==> src/rtl/onehot_index_decoder.sv <==
// onehot_index_decoder: registered one-hot to binary index converter with a
// valid/ready handshake, illegal-code and end-of-round flags, and a round counter.
// Optional sequence checker enabled by defining ONEHOT_INDEX_DECODER_SEQ_CHECK_EN;
// without it seq_err_o is tied low and no checker state exists.
module onehot_index_decoder #(
  parameter  int width_p        = 8,
  parameter  int rounds_width_p = 8,
  localparam int iw             = (width_p > 1) ? $clog2(width_p) : 1
) (
  input  logic                      clk_i,
  input  logic                      reset_ni,
  input  logic                      clear_i,
  input  logic                      valid_i,
  output logic                      ready_o,
  input  logic [width_p-1:0]        onehot_i,
  output logic                      valid_o,
  input  logic                      ready_i,
  output logic [iw-1:0]             index_o,
  output logic                      illegal_o,
  output logic                      wrap_o,
  output logic [rounds_width_p-1:0] rounds_o,
  output logic                      seq_err_o
);

  localparam int cw = $clog2(width_p + 1);

  logic                      accept;
  logic [iw-1:0]             index_p0;
  logic [cw-1:0]             popcnt_p0;
  logic                      found_p0;
  logic                      illegal_p0;
  logic                      wrap_p0;

  logic                      vld_p1;
  logic [iw-1:0]             index_p1;
  logic                      illegal_p1;
  logic                      wrap_p1;
  logic [rounds_width_p-1:0] rounds_r;

  // A single output slot: space exists when it is empty or draining this cycle.
  assign ready_o = ~vld_p1 | ready_i;
  assign accept  = valid_i & ready_o;

  // Stage p0: lowest-set-bit encode and population count of the incoming code.
  always_comb begin
    index_p0  = '0;
    popcnt_p0 = '0;
    found_p0  = 1'b0;
    for (int i = 0; i < width_p; i++) begin
      if (onehot_i[i]) begin
        if (!found_p0) begin
          index_p0 = iw'(i);
          found_p0 = 1'b1;
        end
        popcnt_p0 = popcnt_p0 + cw'(1);
      end
    end
  end

  assign illegal_p0 = (popcnt_p0 != cw'(1));
  assign wrap_p0    = ~illegal_p0 & onehot_i[width_p-1];

  // Stage p1: output register loads on accept, empties when drained without refill.
  always_ff @(posedge clk_i or negedge reset_ni) begin
    if (!reset_ni) begin
      vld_p1     <= 1'b0;
      index_p1   <= '0;
      illegal_p1 <= 1'b0;
      wrap_p1    <= 1'b0;
    end else if (accept) begin
      vld_p1     <= 1'b1;
      index_p1   <= index_p0;
      illegal_p1 <= illegal_p0;
      wrap_p1    <= wrap_p0;
    end else if (ready_i) begin
      vld_p1     <= 1'b0;
    end
  end

  // Round counter: counts accepted legal MSB-hot codes; clear has priority.
  always_ff @(posedge clk_i or negedge reset_ni) begin
    if (!reset_ni) begin
      rounds_r <= '0;
    end else if (clear_i) begin
      rounds_r <= '0;
    end else if (accept && wrap_p0) begin
      rounds_r <= rounds_r + rounds_width_p'(1);
    end
  end

  assign valid_o   = vld_p1;
  assign index_o   = index_p1;
  assign illegal_o = illegal_p1;
  assign wrap_o    = wrap_p1;
  assign rounds_o  = rounds_r;

`ifdef ONEHOT_INDEX_DECODER_SEQ_CHECK_EN
  typedef enum logic [1:0] {
    SYNC  = 2'd0,
    TRACK = 2'd1,
    FAULT = 2'd2
  } seq_state_t;

  seq_state_t         state_r;
  seq_state_t         state_nxt;
  logic [width_p-1:0] prev_r;
  logic [width_p-1:0] expect_code;
  logic               seq_match;

  // Next code the counter should produce: shift left, MSB rolls back to bit 0.
  assign expect_code = prev_r[width_p-1] ? width_p'(1) : (prev_r << 1);
  assign seq_match   = ~illegal_p0 & (onehot_i == expect_code);

  // Checker state register.
  always_ff @(posedge clk_i or negedge reset_ni) begin
    if (!reset_ni) begin
      state_r <= SYNC;
    end else begin
      state_r <= state_nxt;
    end
  end

  // Checker next state: clear overrides any same-cycle error.
  always_comb begin
    state_nxt = state_r;
    case (state_r)
      SYNC:    if (accept && !illegal_p0) state_nxt = TRACK;
      TRACK:   if (accept && !seq_match)  state_nxt = FAULT;
      FAULT:   state_nxt = FAULT;
      default: state_nxt = SYNC;
    endcase
    if (clear_i) begin
      state_nxt = SYNC;
    end
  end

  // Last accepted in-order code; only meaningful once the checker leaves SYNC.
  always_ff @(posedge clk_i) begin
    if (accept && ((state_r == SYNC && !illegal_p0) || (state_r == TRACK && seq_match))) begin
      prev_r <= onehot_i;
    end
  end

  // Checker output: error is sticky for as long as the FSM sits in FAULT.
  always_comb begin
    seq_err_o = (state_r == FAULT);
  end
`else
  assign seq_err_o = 1'b0;
`endif

endmodule

==> config.mk <==
export PLATFORM = sky130hd
export DESIGN_NAME = onehot_index_decoder
export DESIGN_NICKNAME = d
export VERILOG_FILES = /design/src/rtl/onehot_index_decoder.sv
export SDC_FILE = /design/constraint.sdc
export NUM_CORES = 1
export LEC_CHECK = 0
export ABC_AREA = 0
export CAP_MARGIN = 5
export CORE_MARGIN = 1.5
export CORE_UTILIZATION = 45
export DETAILED_ROUTE_END_ITERATION = 10
export MAX_ROUTING_LAYER = met4
export PLACE_DENSITY_LB_ADDON = 0.08
export SYNTH_ARGS = -nofsm -noshare
export SYNTH_HDL_FRONTEND = slang
export SYNTH_SLANG_ARGS = --single-unit
==> constraint.sdc <==
create_clock -name clk_i -period 1.8 [get_ports clk_i]
set_input_delay 0.18 -clock clk_i [delete_from_list [all_inputs] [get_ports clk_i]]
set_output_delay 0.18 -clock clk_i [all_outputs]
set_load 0.03 [all_outputs]
==> results.md <==
- Post-layout util: 0.924
- Met3 Resource Use GR: 0.104
- Share of cells above drive strength 1: 0.494
- Met2 Track Usage GR: 0.611
- Ys async rst share: 1.00
- Yosys top cell area share: 0.271
- H-Tree Depth: 1
- Slew HR: 0.512
- Root Buffer: clkbuf_4
- ANT nets after route: 0
- TritonCTS Buffers: 3
- Initial DRC count: 207
- Largest stage delay on the critical path: 0.29 ns
- Final period util: 2.55
- TritonCTS clock tree: done
- Failing checks: setup timing
- Final setup viols: 10
- Synth cell types: 46
- DIE WIDTH: 56.6 µm
- Vias in the first global route: 1804
- R2R Setup Slk: -0.32 ns
- Arr. time, crit path: 4.80 ns
- Largest net degree at the start of global routing: 15
- PD cells: 820 nW/µm²
- Reg-to-reg startpoint: valid_o$_DFFE_PN0P_
- Clk_skew: 0.0156 ns
- Core region area: 2730 µm²
- IO buf count: 27
- Seq/Total Area, Yosys: 0.271
- Reg clk slew, reported paths: 0.09 ns
- Final global-route overflow total: 0
- Ys Warns: 0
- Unrepaired setup endpoints after global routing: true
- Actual slew at the worst max-slew pin: 0.730 ns
- Routing usage on met1: 0.439
- CP max FO: 6
- Status: finished, violations left
- Clock sink total: 14
- Reg2Reg Depth: 6
- Post-DR wirelength/cell: 25.0 µm
- Synthesized flop and latch total: 14
- Die area: 3200 µm²
- Type of the tightest min-delay check: in -> async
- Cells after Synth: 155
- Total GRT Usage: 0.382
- Worst setup SP type: input pin
- Busiest layer in global routing: met2
- CP Capture Type: register
- # DRC: 0
- Cell mode on critical path: buf_4
- Final WL: 7.25 mm
- Area occupied by multi-input gates: 1140 µm²
- TritonRoute pass-1 iters: 5
- Cell Area, Synth: 1290 µm²
- Vias post-DR: 1898
- Critical path class: in -> reg
- VDD IR-drop max: 0.924 mV
- Synth top area cells: dfrtp_1 27%, ha_1 8.7%, nand2_1 4.9%
- Fmax: 0.218 GHz
- FF-to-FF End: rounds_o[7]$_DFFE_PN0P_
- Reg area: 350 µm²
- Commonest non-fill, non-tap cell in the layout: buf_4
- Static Leakage: 1.12 nW
- Synth area leader: dfrtp_1
- Initial antenna violation count: 0
- CP max-delay cell: ha_4
- Post-Place Worst Slack: -3.28 ns
- Commonest cells after routing, fill and taps aside: 78 x buf_4, 24 x clkdlybuf4s50_1, 15 x nand2_1
- Filler Cells Inserted: 90
- Total power: 2.07 mW
- RePlAce Congestion: 0.805
- I/O pin count: 29
- HPWL Detailed: 2.74 mm
- Final Max Tran Viols: 0
- Max Buffers Root-to-Sink: 2
- Syn Area/Cell: 8.33 µm²
- Post-synth EDFFs: 0
- # rows: 19
- CP required: 2.01 ns
- Main flop type after synthesis: dfrtp_1
- Crit. Startpoint: onehot_i[2]
- Final net count: 283
- Initial core utilization: 0.472
- Clock latency on the worst-skew pair: 0.30 ns
- Vias per std cell: 6.54
- Layout area overhead: 95.5%
- End of the critical path: rounds_o[2]$_DFFE_PN0P_
- Setup ws final: -2.79 ns
- Crit path time final: 4.59 ns
- Chip height: 56.6 µm
- Mapped Nets: 177
- Ant. Diodes: 0
- Final hold vios: 0
- First-pass GRT wire length: 9.12 mm
- Fin Hold WS: 0.307 ns
- Max cap viols: 0
Yosys cell counts (all sizes together), types with 5 or more instances:
library cell	number
nand2	17
a21oi	11
xnor2	7
buf	5
inv	9
ha	9
dfrtp	14
nand3	6
o21ai	8
o31ai	6
nand2b	8
sequential cells by signal, indices dropped and copies added, names as in the netlist:
signal     cells
index_o        3
illegal_o      1
wrap_o         1
rounds_o       8
valid_o        1
how the worst min path moves through the flow:
stage                           startpoint                 endpoint  slack (ns)  cells past startpoint
floorplan                         reset_ni    illegal_o$_DFFE_PN0P_       -0.12                      0
global route                      reset_ni  rounds_o[3]$_DFFE_PN0P_        0.33                      1
CTS                               reset_ni  rounds_o[5]$_DFFE_PN0P_        0.31                      1
global placement        wrap_o$_DFFE_PN0P_       wrap_o$_DFFE_PN0P_        0.46                      1
detailed placement  index_o[2]$_DFFE_PN0P_   index_o[2]$_DFFE_PN0P_        0.48                      2
finish                            reset_ni  rounds_o[3]$_DFFE_PN0P_        0.31                      1
final cells by class:
type                       instances  area share
timing repair buffer             109       0.363
clock buffer                       3     0.00892
inverter                           9      0.0223
multi-input combinational        124       0.452
tap                               31      0.0154
sequential                        14       0.139
where the power goes:
| part | leakage [nW] | total, mW | switching [mW] | internal (mW) |
|---|---|---|---|---|
| clock network | 0.0138 | 0.187 | 0.109 | 0.0780 |
| logic | 0.917 | 1.52 | 0.739 | 0.785 |
| registers | 0.186 | 0.359 | 0.0185 | 0.341 |
| total | 1.12 | 2.07 | 0.867 | 1.20 |
what timing repair did:
| action | 4_1_cts | 5_1_grt |
|---|---|---|
| gates resized for setup | 25 | 35 |
| setup buffers | 41 | 7 |
| hold endpoints to repair | 0 | 0 |
| cloned | 0 | 1 |
| hold buffers | 0 | 0 |
| setup endpoints to repair | 11 | 11 |
| pin swaps | 18 | 18 |
through the flow:
step | setup TNS, ns | cell area [µm²] | instances
floorplan | -23.37 | 1400 | 155
global placement | -30.22 | 1940 | 242
detailed placement | -31.36 | 1940 | 242
CTS | -24.08 | 2320 | 286
global route | -27.54 | 2520 | 290
finish | -26.75 | 2520 | 290
logic make-up (layout without fill, tap and decap cells):
logic type	after synthesis	count (layout)	share of synthesized area
AND/OR/NAND/NOR	54	54	0.224
AO/OA/AOI/OAI	44	44	0.229
buffers and inverters	17	121	0.0591
flip-flops	14	14	0.271
XOR/XNOR	12	12	0.0930
adder cells (fa/ha/maj)	9	9	0.0872
multiplexers	4	4	0.0339
other	1	1	0.00290
worst max-delay path, delay by kind of cell:
| kind | cells | cell delay [ns] |
|---|---|---|
| buf+inv | 21 | 2.80 |
| compound gates | 6 | 1.28 |
| fa+ha+maj | 1 | 0.29 |
| xor+xnor | 1 | 0.19 |
| simple gates | 1 | 0.04 |
layer usage:
metal  wire, µm  part of all wire  vias to the layer above
li1           -                 -                      771
met1       2710              0.37                      887
met2       3220              0.44                      180
met3        738              0.10                       60
met4        577             0.080                        0
met5          0                 0                        -
Note: power is estimated with default switching activity, not from simulation.
